`src/rtl/decode_stage_pkg.sv`:
```
// rtl/decode_stage_pkg.sv - shared widths, opcodes and control encodings for the ID stage
package decode_stage_pkg;

    localparam int WORD_SIZE = 32;
    localparam int REG_ADDR  = 5;
    localparam int NUM_REGS  = 32;

    localparam logic [6:0] OP_LW    = 7'b0000011;
    localparam logic [6:0] OP_SW    = 7'b0100011;
    localparam logic [6:0] OP_RTYPE = 7'b0110011;
    localparam logic [6:0] OP_IALU  = 7'b0010011;
    localparam logic [6:0] OP_BEQ   = 7'b1100011;
    localparam logic [6:0] OP_JAL   = 7'b1101111;

    localparam logic [2:0] ALU_ADD = 3'b000;
    localparam logic [2:0] ALU_SUB = 3'b001;
    localparam logic [2:0] ALU_AND = 3'b010;
    localparam logic [2:0] ALU_OR  = 3'b011;
    localparam logic [2:0] ALU_SLT = 3'b101;

    localparam logic [1:0] RES_ALU = 2'b00;
    localparam logic [1:0] RES_MEM = 2'b01;
    localparam logic [1:0] RES_PC4 = 2'b10;

    localparam logic [1:0] IMM_I = 2'b00;
    localparam logic [1:0] IMM_S = 2'b01;
    localparam logic [1:0] IMM_B = 2'b10;
    localparam logic [1:0] IMM_J = 2'b11;

    typedef struct packed {
        logic       reg_write;
        logic       mem_write;
        logic       jump;
        logic       branch;
        logic       alu_src;
        logic [1:0] result_src;
        logic [2:0] alu_control;
        logic [1:0] imm_src;
        logic       illegal;
    } ctrl_t;

    typedef struct packed {
        logic                  reg_write;
        logic                  mem_write;
        logic                  jump;
        logic                  branch;
        logic                  alu_src;
        logic [1:0]            result_src;
        logic [2:0]            alu_control;
        logic                  illegal;
        logic [WORD_SIZE-1:0]  rd1;
        logic [WORD_SIZE-1:0]  rd2;
        logic [WORD_SIZE-1:0]  imm_ext;
        logic [REG_ADDR-1:0]   rs1;
        logic [REG_ADDR-1:0]   rs2;
        logic [REG_ADDR-1:0]   rd;
        logic [WORD_SIZE-1:0]  pc;
        logic [WORD_SIZE-1:0]  pc_plus4;
    } idex_t;

endpackage

```
`src/rtl/decode_stage_if.sv`:
```
// rtl/decode_stage_if.sv - IF/ID inputs, WB write port and ID/EX outputs of the decode stage
interface decode_stage_if;
    import decode_stage_pkg::*;

    logic [WORD_SIZE-1:0] InstrD;
    logic [WORD_SIZE-1:0] PCD;
    logic [WORD_SIZE-1:0] PCPlus4D;
    logic                 FlushE;
    logic                 RegWriteW;
    logic [REG_ADDR-1:0]  RdW;
    logic [WORD_SIZE-1:0] ResultW;

    logic [REG_ADDR-1:0]  Rs1D;
    logic [REG_ADDR-1:0]  Rs2D;
    logic                 RegWriteE;
    logic                 MemWriteE;
    logic                 JumpE;
    logic                 BranchE;
    logic                 ALUSrcE;
    logic [1:0]           ResultSrcE;
    logic [2:0]           ALUControlE;
    logic                 IllegalE;
    logic [WORD_SIZE-1:0] RD1E;
    logic [WORD_SIZE-1:0] RD2E;
    logic [WORD_SIZE-1:0] ImmExtE;
    logic [REG_ADDR-1:0]  Rs1E;
    logic [REG_ADDR-1:0]  Rs2E;
    logic [REG_ADDR-1:0]  RdE;
    logic [WORD_SIZE-1:0] PCE;
    logic [WORD_SIZE-1:0] PCPlus4E;

    modport master (
        output InstrD, PCD, PCPlus4D, FlushE, RegWriteW, RdW, ResultW,
        input  Rs1D, Rs2D, RegWriteE, MemWriteE, JumpE, BranchE, ALUSrcE,
        input  ResultSrcE, ALUControlE, IllegalE, RD1E, RD2E, ImmExtE,
        input  Rs1E, Rs2E, RdE, PCE, PCPlus4E
    );

    modport slave (
        input  InstrD, PCD, PCPlus4D, FlushE, RegWriteW, RdW, ResultW,
        output Rs1D, Rs2D, RegWriteE, MemWriteE, JumpE, BranchE, ALUSrcE,
        output ResultSrcE, ALUControlE, IllegalE, RD1E, RD2E, ImmExtE,
        output Rs1E, Rs2E, RdE, PCE, PCPlus4E
    );

endinterface

```
`src/rtl/decode_stage_regfile.sv`:
```
// rtl/decode_stage_regfile.sv - 2R/1W register file with x0 hardwired zero and WB write-through
module decode_stage_regfile
    import decode_stage_pkg::*;
(
    input  logic                 clk,
    input  logic                 rst,
    input  logic [REG_ADDR-1:0]  ra1,
    input  logic [REG_ADDR-1:0]  ra2,
    input  logic                 we,
    input  logic [REG_ADDR-1:0]  wa,
    input  logic [WORD_SIZE-1:0] wd,
    output logic [WORD_SIZE-1:0] rd1,
    output logic [WORD_SIZE-1:0] rd2
);

    logic [WORD_SIZE-1:0] regs_q [NUM_REGS];
    logic [WORD_SIZE-1:0] regs_d [NUM_REGS];
    logic                 wr_en;

    assign wr_en = we && (wa != '0);

    // Next register contents: only a non-x0 WB write changes state
    always_comb begin
        for (int i = 0; i < NUM_REGS; i++) begin
            regs_d[i] = regs_q[i];
        end
        if (wr_en) begin
            regs_d[wa] = wd;
        end
    end

    // Register storage, cleared asynchronously
    always_ff @(posedge clk or posedge rst) begin
        if (rst) begin
            for (int i = 0; i < NUM_REGS; i++) begin
                regs_q[i] <= '0;
            end
        end else begin
            for (int i = 0; i < NUM_REGS; i++) begin
                regs_q[i] <= regs_d[i];
            end
        end
    end

    // Read ports: x0 reads zero, a same-cycle WB write to the read index wins
    always_comb begin
        rd1 = regs_q[ra1];
        rd2 = regs_q[ra2];
        if (ra1 == '0) begin
            rd1 = '0;
        end else if (wr_en && (wa == ra1)) begin
            rd1 = wd;
        end
        if (ra2 == '0) begin
            rd2 = '0;
        end else if (wr_en && (wa == ra2)) begin
            rd2 = wd;
        end
    end

endmodule

```
`src/rtl/decode_stage.sv`:
```
// rtl/decode_stage.sv - RV32I ID stage: control decode, operand read, immediate extend, ID/EX register
module decode_stage
    import decode_stage_pkg::*;
(
    input  logic         clk,
    input  logic         rst,
    decode_stage_if.slave bus
);

    logic [6:0]           opcode;
    logic [2:0]           funct3;
    logic                 funct7b5;
    logic [WORD_SIZE-1:0] instr;
    logic [WORD_SIZE-1:0] rf_rd1;
    logic [WORD_SIZE-1:0] rf_rd2;
    logic [WORD_SIZE-1:0] imm_ext;
    ctrl_t                ctrl;
    idex_t                idex_d;
    idex_t                idex_q;

    assign instr    = bus.InstrD;
    assign opcode   = instr[6:0];
    assign funct3   = instr[14:12];
    assign funct7b5 = instr[30];

    assign bus.Rs1D = instr[19:15];
    assign bus.Rs2D = instr[24:20];

    decode_stage_regfile u_regfile (
        .clk (clk),
        .rst (rst),
        .ra1 (instr[19:15]),
        .ra2 (instr[24:20]),
        .we  (bus.RegWriteW),
        .wa  (bus.RdW),
        .wd  (bus.ResultW),
        .rd1 (rf_rd1),
        .rd2 (rf_rd2)
    );

    // Main control decode; any unsupported opcode/funct collapses to an all-zero word with illegal set
    always_comb begin
        ctrl = '0;
        case (opcode)
            OP_LW: begin
                ctrl.reg_write  = 1'b1;
                ctrl.alu_src    = 1'b1;
                ctrl.result_src = RES_MEM;
                ctrl.imm_src    = IMM_I;
                ctrl.illegal    = (funct3 != 3'b010);
            end
            OP_SW: begin
                ctrl.mem_write = 1'b1;
                ctrl.alu_src   = 1'b1;
                ctrl.imm_src   = IMM_S;
                ctrl.illegal   = (funct3 != 3'b010);
            end
            OP_RTYPE: begin
                ctrl.reg_write = 1'b1;
                case ({funct7b5, funct3})
                    4'b0_000: ctrl.alu_control = ALU_ADD;
                    4'b1_000: ctrl.alu_control = ALU_SUB;
                    4'b0_111: ctrl.alu_control = ALU_AND;
                    4'b0_110: ctrl.alu_control = ALU_OR;
                    4'b0_010: ctrl.alu_control = ALU_SLT;
                    default:  ctrl.illegal     = 1'b1;
                endcase
            end
            OP_IALU: begin
                ctrl.reg_write = 1'b1;
                ctrl.alu_src   = 1'b1;
                ctrl.imm_src   = IMM_I;
                case (funct3)
                    3'b000:  ctrl.alu_control = ALU_ADD;
                    3'b111:  ctrl.alu_control = ALU_AND;
                    3'b110:  ctrl.alu_control = ALU_OR;
                    3'b010:  ctrl.alu_control = ALU_SLT;
                    default: ctrl.illegal     = 1'b1;
                endcase
            end
            OP_BEQ: begin
                ctrl.branch      = 1'b1;
                ctrl.alu_control = ALU_SUB;
                ctrl.imm_src     = IMM_B;
                ctrl.illegal     = (funct3 != 3'b000);
            end
            OP_JAL: begin
                ctrl.jump       = 1'b1;
                ctrl.reg_write  = 1'b1;
                ctrl.result_src = RES_PC4;
                ctrl.imm_src    = IMM_J;
            end
            default: begin
                ctrl.illegal = 1'b1;
            end
        endcase
        if (ctrl.illegal) begin
            ctrl         = '0;
            ctrl.illegal = 1'b1;
        end
    end

    // Immediate sign extension by format
    always_comb begin
        imm_ext = '0;
        case (ctrl.imm_src)
            IMM_I: imm_ext = {{20{instr[31]}}, instr[31:20]};
            IMM_S: imm_ext = {{20{instr[31]}}, instr[31:25], instr[11:7]};
            IMM_B: imm_ext = {{19{instr[31]}}, instr[31], instr[7], instr[30:25], instr[11:8], 1'b0};
            IMM_J: imm_ext = {{11{instr[31]}}, instr[31], instr[19:12], instr[20], instr[30:21], 1'b0};
            default: imm_ext = '0;
        endcase
    end

    // Next ID/EX contents; a flush loads a bubble of all zeros
    always_comb begin
        idex_d             = '0;
        idex_d.reg_write   = ctrl.reg_write;
        idex_d.mem_write   = ctrl.mem_write;
        idex_d.jump        = ctrl.jump;
        idex_d.branch      = ctrl.branch;
        idex_d.alu_src     = ctrl.alu_src;
        idex_d.result_src  = ctrl.result_src;
        idex_d.alu_control = ctrl.alu_control;
        idex_d.illegal     = ctrl.illegal;
        idex_d.rd1         = rf_rd1;
        idex_d.rd2         = rf_rd2;
        idex_d.imm_ext     = imm_ext;
        idex_d.rs1         = instr[19:15];
        idex_d.rs2         = instr[24:20];
        idex_d.rd          = instr[11:7];
        idex_d.pc          = bus.PCD;
        idex_d.pc_plus4    = bus.PCPlus4D;
        if (bus.FlushE) begin
            idex_d = '0;
        end
    end

    // ID/EX pipeline register
    always_ff @(posedge clk or posedge rst) begin
        if (rst) begin
            idex_q <= '0;
        end else begin
            idex_q <= idex_d;
        end
    end

    assign bus.RegWriteE   = idex_q.reg_write;
    assign bus.MemWriteE   = idex_q.mem_write;
    assign bus.JumpE       = idex_q.jump;
    assign bus.BranchE     = idex_q.branch;
    assign bus.ALUSrcE     = idex_q.alu_src;
    assign bus.ResultSrcE  = idex_q.result_src;
    assign bus.ALUControlE = idex_q.alu_control;
    assign bus.IllegalE    = idex_q.illegal;
    assign bus.RD1E        = idex_q.rd1;
    assign bus.RD2E        = idex_q.rd2;
    assign bus.ImmExtE     = idex_q.imm_ext;
    assign bus.Rs1E        = idex_q.rs1;
    assign bus.Rs2E        = idex_q.rs2;
    assign bus.RdE         = idex_q.rd;
    assign bus.PCE         = idex_q.pc;
    assign bus.PCPlus4E    = idex_q.pc_plus4;

endmodule

```
`src/flat_wrapper.sv`:
```
// flat-port wrapper written by rule: the top's interface ports become plain ports
module decode_stage_flat import decode_stage_pkg::*;
  (clk, rst, bus_InstrD, bus_PCD, bus_PCPlus4D, bus_FlushE, bus_RegWriteW, bus_RdW, bus_ResultW, bus_Rs1D, bus_Rs2D, bus_RegWriteE, bus_MemWriteE, bus_JumpE, bus_BranchE, bus_ALUSrcE, bus_ResultSrcE, bus_ALUControlE, bus_IllegalE, bus_RD1E, bus_RD2E, bus_ImmExtE, bus_Rs1E, bus_Rs2E, bus_RdE, bus_PCE, bus_PCPlus4E);
  decode_stage_if bus_i ();
  input  logic clk;
  input  logic rst;
  input wire logic [$bits(bus_i.InstrD)-1:0] bus_InstrD;
  input wire logic [$bits(bus_i.PCD)-1:0] bus_PCD;
  input wire logic [$bits(bus_i.PCPlus4D)-1:0] bus_PCPlus4D;
  input wire logic [$bits(bus_i.FlushE)-1:0] bus_FlushE;
  input wire logic [$bits(bus_i.RegWriteW)-1:0] bus_RegWriteW;
  input wire logic [$bits(bus_i.RdW)-1:0] bus_RdW;
  input wire logic [$bits(bus_i.ResultW)-1:0] bus_ResultW;
  output wire logic [$bits(bus_i.Rs1D)-1:0] bus_Rs1D;
  output wire logic [$bits(bus_i.Rs2D)-1:0] bus_Rs2D;
  output wire logic [$bits(bus_i.RegWriteE)-1:0] bus_RegWriteE;
  output wire logic [$bits(bus_i.MemWriteE)-1:0] bus_MemWriteE;
  output wire logic [$bits(bus_i.JumpE)-1:0] bus_JumpE;
  output wire logic [$bits(bus_i.BranchE)-1:0] bus_BranchE;
  output wire logic [$bits(bus_i.ALUSrcE)-1:0] bus_ALUSrcE;
  output wire logic [$bits(bus_i.ResultSrcE)-1:0] bus_ResultSrcE;
  output wire logic [$bits(bus_i.ALUControlE)-1:0] bus_ALUControlE;
  output wire logic [$bits(bus_i.IllegalE)-1:0] bus_IllegalE;
  output wire logic [$bits(bus_i.RD1E)-1:0] bus_RD1E;
  output wire logic [$bits(bus_i.RD2E)-1:0] bus_RD2E;
  output wire logic [$bits(bus_i.ImmExtE)-1:0] bus_ImmExtE;
  output wire logic [$bits(bus_i.Rs1E)-1:0] bus_Rs1E;
  output wire logic [$bits(bus_i.Rs2E)-1:0] bus_Rs2E;
  output wire logic [$bits(bus_i.RdE)-1:0] bus_RdE;
  output wire logic [$bits(bus_i.PCE)-1:0] bus_PCE;
  output wire logic [$bits(bus_i.PCPlus4E)-1:0] bus_PCPlus4E;
  assign bus_i.InstrD = bus_InstrD;
  assign bus_i.PCD = bus_PCD;
  assign bus_i.PCPlus4D = bus_PCPlus4D;
  assign bus_i.FlushE = bus_FlushE;
  assign bus_i.RegWriteW = bus_RegWriteW;
  assign bus_i.RdW = bus_RdW;
  assign bus_i.ResultW = bus_ResultW;
  assign bus_Rs1D = bus_i.Rs1D;
  assign bus_Rs2D = bus_i.Rs2D;
  assign bus_RegWriteE = bus_i.RegWriteE;
  assign bus_MemWriteE = bus_i.MemWriteE;
  assign bus_JumpE = bus_i.JumpE;
  assign bus_BranchE = bus_i.BranchE;
  assign bus_ALUSrcE = bus_i.ALUSrcE;
  assign bus_ResultSrcE = bus_i.ResultSrcE;
  assign bus_ALUControlE = bus_i.ALUControlE;
  assign bus_IllegalE = bus_i.IllegalE;
  assign bus_RD1E = bus_i.RD1E;
  assign bus_RD2E = bus_i.RD2E;
  assign bus_ImmExtE = bus_i.ImmExtE;
  assign bus_Rs1E = bus_i.Rs1E;
  assign bus_Rs2E = bus_i.Rs2E;
  assign bus_RdE = bus_i.RdE;
  assign bus_PCE = bus_i.PCE;
  assign bus_PCPlus4E = bus_i.PCPlus4E;
  decode_stage u_core (.clk(clk), .rst(rst), .bus(bus_i));
endmodule
```
`config.mk`:
```
export PLATFORM = sky130hd
export DESIGN_NAME = decode_stage_flat
export DESIGN_NICKNAME = d
export VERILOG_FILES = /design/src/rtl/decode_stage_pkg.sv /design/src/rtl/decode_stage_if.sv /design/src/rtl/decode_stage_regfile.sv /design/src/rtl/decode_stage.sv /design/src/flat_wrapper.sv
export SDC_FILE = /design/constraint.sdc
export NUM_CORES = 2
export LEC_CHECK = 0
export ABC_CLOCK_PERIOD_IN_PS = 39400
export BUFFER_PORTS_ARGS = -buffer_cell sky130_fd_sc_hd__buf_4
export CORE_MARGIN = 2
export CORE_UTILIZATION = 56
export CTS_CLUSTER_DIAMETER = 50
export CTS_CLUSTER_SIZE = 8
export DETAILED_ROUTE_END_ITERATION = 7
export PLACE_DENSITY = 0.77
export SLEW_MARGIN = 20
export SYNTH_ARGS = -nofsm -noshare
export SYNTH_HDL_FRONTEND = slang
export SYNTH_SLANG_ARGS = --single-unit
```
`constraint.sdc`:
```
create_clock -name clk -period 39.4 [get_ports clk]
set_input_delay 7.88 -clock clk [delete_from_list [all_inputs] [get_ports clk]]
set_output_delay 7.88 -clock clk [all_outputs]
set_load 0.01 [all_outputs]
```
Word-level counts from Yosys, hierarchy flattened:

Index checks and enable logic that the tools add are counted.

* output and inout port bits: 196
* bits in registers: 1210
* memories: 0
* logic and storage cells: 119
* bits in latches: 0
* RAM bits: 0
* ROM bits: 0
* input port bits: 137

* mux-type cells: 29
* reduce and logical (&&, ||, !) cells: 16
* $add $sub $neg: 0
* equal/unequal tests: 19
* shift-type cells: 0
* $mul: 0
* divide/modulo/power cells: 0
* magnitude comparators: 4
* bitwise operators: 3

Operator list (count)
* bitwise mux 1024 bit: 1
* binary-select mux 32 bit (select 5 bit): 2
* 2-to-1 mux 32 bit: 9
* 2-to-1 mux 186 bit: 1
* demux 32 bit (select 5 bit): 1
* one-hot mux 32 bit (4 select lines): 1
* >= comparator 6 bit, second input constant: 3
* inverter 5 -> 6 bit: 3
* one-hot mux 3 bit (3 select lines): 2
* == test 7 x 6 -> 1 bit, second input constant: 2
* == test 7 bit, second input constant: 2
* 2-to-1 mux 13 bit: 1
* one-hot mux 3 bit (4 select lines): 1
* == test 5 bit: 2
* logical NOT 5 bit: 2
* == test 4 x 3 -> 1 bit, second input constant: 2
* OR reduction 4 bit: 2
* == test 7 x 2 -> 1 bit, second input constant: 1
* == test 7 x 5 -> 1 bit, second input constant: 1
* 2-to-1 mux 1 bit: 7
* == test 3 bit, second input constant: 2
* < comparator 6 x 1 -> 1 bit, second input constant: 1
* one-hot mux 2 bit (3 select lines): 1
* one-hot mux 1 bit (5 select lines): 1
* 16 further kinds: 20

Longest topological paths before layout:

* depth after elaboration: 8
* gate-level depth with buffers: 11
* mapped depth without buffers: 6

By module:

A second synthesis with hierarchy kept.

* cells, all modules: 4423
* area total of the unflattened synthesis: 62064.5 um2

Modules (own cells, without submodules)
* decode_stage_regfile: area each 55882.3 um2, instances 1, cells an instance 3969, sequential area each 25624.6 um2
* decode_stage: area each 6182.2 um2, instances 1, cells an instance 454, sequential area each 4379.2 um2

Worst setup path after synthesis:

OpenSTA, ideal clock, no wires.

* kind: input -> output
* start point: input bus_InstrD[15]
* end point: output bus_Rs1D[0]
* path buffers: 1
* slack: 23521 ps
* arrival: 7999 ps
* cell stages on the path: 1
* required time: 31520 ps
* cells stage by stage: buf_4

RTL lines
* start: declaration: RTL line flat_wrapper.sv:7 `input wire logic [$bits(bus_i.InstrD)-1:0] bus_InstrD;`
* end: declaration: RTL line flat_wrapper.sv:14 `output wire logic [$bits(bus_i.Rs1D)-1:0] bus_Rs1D;`

No word-level cell between the ends.

Worst setup path after layout:

* start point: input bus_InstrD[21]
* end point: output bus_Rs2D[1]

RTL lines
* end: declaration: RTL line flat_wrapper.sv:15 `output wire logic [$bits(bus_i.Rs2D)-1:0] bus_Rs2D;`

No word-level cell between the ends.

==> flow_metrics.py <==
metrics = {
    "status": {
        "outcome": "completed",
    },
    "placed_design": {
        "placed_area_mm2": 0.0626,
        "place_congestion": 0.839,
        "placedCellCount": 5254,
        "io_buffers": 332,
        "place_hpwl_um": 103000,
    },
    "grt": {
        "antenna_found_initial": 14,
        "gr-usage-all-layers_pct": 33.5,
        "grt_max_degree": 163,
        "grt_pass1_vias": 40200,
        "grt_pass1_wl_um": 264000,
        "grt-ovfl-total": 0,
    },
    "clock_network": {
        "clk_pin_slew_ps": 50,
        "post_cts_buffers": 0,
        "ctsHtreeMaxLevel": 4,
        "clk_path_buf_depth": 3,
        "cts_root_buf": "clkbuf_16",
        "ctsResizeCount": 0,
        "cts_buffers": 170,
        "postCtsHoldBufs": 0,
        "clock_latency_ps": 780,
        "cts_tree": "built",
        "clkSinkCount": 1199,
    },
    "setup_path": {
        "endpoint": "bus_Rs2D[1]",
        "r2r-end": "u_core.bus.RD2E[19]",
        "cp.depth": 2,
        "critPathBufInv": 2,
        "path_delay_family": "buffers and inverters",
        "cpPeakStageDelay_ps": 560,
        "crit_slowest_cell": "buf_8",
        "crit_type": "in -> out",
        "rrSetupSlack_ps": 37540,
        "end_kind": "output port",
        "cp_cell_sequence": "buf_8 > buf_4",
        "r2r_start": "u_core.u_regfile.regs_q[211]",
        "worstPathMaxFanout": 83,
        "arrival_ps": 8690,
        "r2r_cells": 4,
        "worstSetupStartpoint": "bus_InstrD[21]",
        "start_kind": "input pin",
        "required_ps": 31520,
    },
    "timing": {
        "hold_violations": 0,
        "maxSlewViolCount": 0,
        "min_period_ps": 16570,
        "max_slew_margin_pct": 19.7,
        "fin_skew_ps": 31.8,
        "period_share_pct": 42.0,
        "max_freq_mhz": 60.4,
        "worst_pin_slew_ps": 1200,
        "setup_violations": 0,
        "grt_setup_unrepaired": "no",
        "setup_tns_ps": 0,
    },
    "cells_and_area": {
        "drive_gt1_share_pct": 53.1,
        "nNetsFinal": 4172,
        "area_growth_pct": 13.2,
        "seq_area_mm2": 0.0300,
        "multi_input_area_mm2": 0.0276,
        "stdcell_count": 5460,
        "fin_area_mm2": 0.0672,
        "fillerInstances": 7484,
    },
    "die": {
        "die_h_um": 330,
        "dieWidth_um": 330,
        "floorplan.initialDensity_pct": 56.4,
        "dieArea_mm2": 0.109,
        "core_area_mm2": 0.105,
        "ioPinCount": 333,
        "rows": 119,
    },
    "synthesis": {
        "synth_edf_count": 0,
        "seq_area_frac_synth_pct": 50.5,
        "synth_ff_type": "dfrtp_1",
        "synth_cell_types": 53,
        "netlist_instances": 3890,
        "synth_area_leaders": "dfrtp_1 (51%), mux4_2 (19%), mux2_2 (19%)",
        "yosysWarnings": 0,
        "syn-num-nets": 4027,
        "synth_top_cell_by_area": "dfrtp_1",
        "syn_avg_cell_area_um2": 15.3,
        "synth_seq_cells": 1199,
        "netlist_area_mm2": 0.0594,
        "yosysTopAreaCellShare_pct": 50.5,
        "synthArstFlopShare_pct": 100,
    },
    "power_and_ir_drop": {
        "power_leakage_nw": 29.7,
        "comb_power_share_pct": 17.6,
        "seqPwrFrac_pct": 45.2,
        "power_density_mw_per_mm2": 52.7,
        "switching_share_pct": 26.2,
        "p_int_w": 0.00261,
        "peakVddDrop_v": 0.0000369,
        "power_frac_clock_pct": 37.2,
        "switchingPower_w": 0.000927,
    },
    "routing": {
        "vias": 38500,
        "drc_errors": 0,
        "wl_per_cell_um": 32.8,
        "drt-initial-drc-count": 3789,
        "vias_per_cell": 7.05,
        "drt_wl_total_um": 179000,
        "ant_nets": 0,
        "firstDrtPassIters": 5,
    },
    "flow_run": {
        "timing.max_cap.violations": 0,
    },
    "min_path": {
        "hold_path_class": "reg -> reg",
        "hold_depth": 0,
    },
}
## per-layer routing
layer / global-route usage, % / vias to the layer above / share of wire (%)
met4: 17.0 / 14 / 5.2
met3: 9.28 / 523 / 11
met1: 43.8 / 20600 / 37
li1: - / 15200 / -
met5: 0 / - / 0.044
met2: 52.0 / 2240 / 47
## sequential cells by signal (all words and copies together) (netlist names)
name                     cells
u_core.bus.Rs1E              5
u_core.bus.RdE               5
u_core.bus.IllegalE          1
u_core.bus.RD2E             32
u_core.u_regfile.regs_q   1024
u_core.bus.ResultSrcE        2
u_core.bus.Rs2E              5
u_core.bus.RD1E             32
u_core.bus.PCE              32
u_core.bus.PCPlus4E         32
u_core.bus.ImmExtE          21
u_core.bus.RegWriteE         1
u_core.bus.MemWriteE         1
u_core.bus.ALUControlE       3
u_core.bus.JumpE             1
u_core.bus.ALUSrcE           1
u_core.bus.BranchE           1
## final cells by class
type,instances,area share (%)
Inverter,6,0.0391
Multi-Input combinational cell,2235,41.0
Antenna cell,7,0.0261
Sequential cell,1199,44.6
Clock inverter,13,0.283
Clock buffer,186,6.62
Timing Repair Buffer,423,4.84
Tap cell,1391,2.59
## power groups by stage
stage               registers [W]  logic, W  clock network, W
detailed placement        0.00161  0.000620                 0
global placement          0.00159  0.000603                 0
finish                    0.00160  0.000624           0.00132
floorplan                 0.00157  0.000483                 0
CTS                       0.00159  0.000625           0.00133
global route              0.00162  0.000665           0.00139
## kinds of logic (layout without fill, tap and decap cells)
kind of cell,Yosys count,after routing,synth area share [%]
muxes,1539,1539,38.6
other,0,7,0
AOI/OAI and AO/OA,375,375,4.54
and+or+nand+nor,311,311,2.81
buffers and inverters,456,628,3.43
DFF,1199,1199,50.5
xor gates and xnor gates,10,10,0.147
## through the flow
| stage | hold WS [ps] | total power, W | util (%) | setup slack [ps] |
|---|---|---|---|---|
| global route | 408 | 0.00368 | 63.9 | 22730 |
| finish | 394 | 0.00354 | 63.9 | 22830 |
| CTS | 394 | 0.00355 | 63.8 | 22780 |
| detailed placement | 382 | 0.00223 | 59.4 | 22780 |
| floorplan | 441 | 0.00205 | - | 14960 |
| global placement | 376 | 0.00219 | 59.4 | 22780 |
## cells in the final DEF, fill, tap and decap left out, drive strengths merged, types with 7 or more instances in the layout
master  count
dfrtp    1199
mux2      999
mux4      499
buf       423
clkbuf    186
a22oi     141
nor2b      92
o22ai      91
nand2      75
nor2       49
a21oi      47
mux2i      41
a221o      32
a22o       30
nor4       24
nor3       21
inv        12
a221oi      9
xnor2       8
nand3       8
diode       7
o211ai      7
o21ai       7
nand2b      7
## Yosys cell counts, types with 7 or more instances
cell	count
nand2b_1	7
a22o_1	30
nor2b_1	91
nor3_1	20
mux2_1	9
xnor2_1	8
a221oi_1	9
mux2_2	990
nand2_1	75
o211ai_1	7
clkbuf_1	255
a221o_1	32
nor2_1	49
buf_1	58
buf_6	11
a22oi_1	141
buf_4	33
a21oi_1	47
o22ai_1	91
mux4_2	499
dfrtp_1	1199
mux2i_1	41
nor4_1	23
buf_2	93
nand3_1	8
## worst min path at each step
stage,end,slack (ps),start
after floorplan,u_core.u_regfile.regs_q[1000],440,u_core.u_regfile.regs_q[1000]
after global placement,u_core.u_regfile.regs_q[997],380,u_core.u_regfile.regs_q[997]
after detailed placement,u_core.u_regfile.regs_q[1009],380,u_core.u_regfile.regs_q[1009]
after CTS,u_core.u_regfile.regs_q[996],390,u_core.u_regfile.regs_q[996]
after global routing,u_core.u_regfile.regs_q[1019],410,u_core.u_regfile.regs_q[1019]
final,u_core.u_regfile.regs_q[1021],390,u_core.u_regfile.regs_q[1021]
Power figures use the tool's default switching activity.
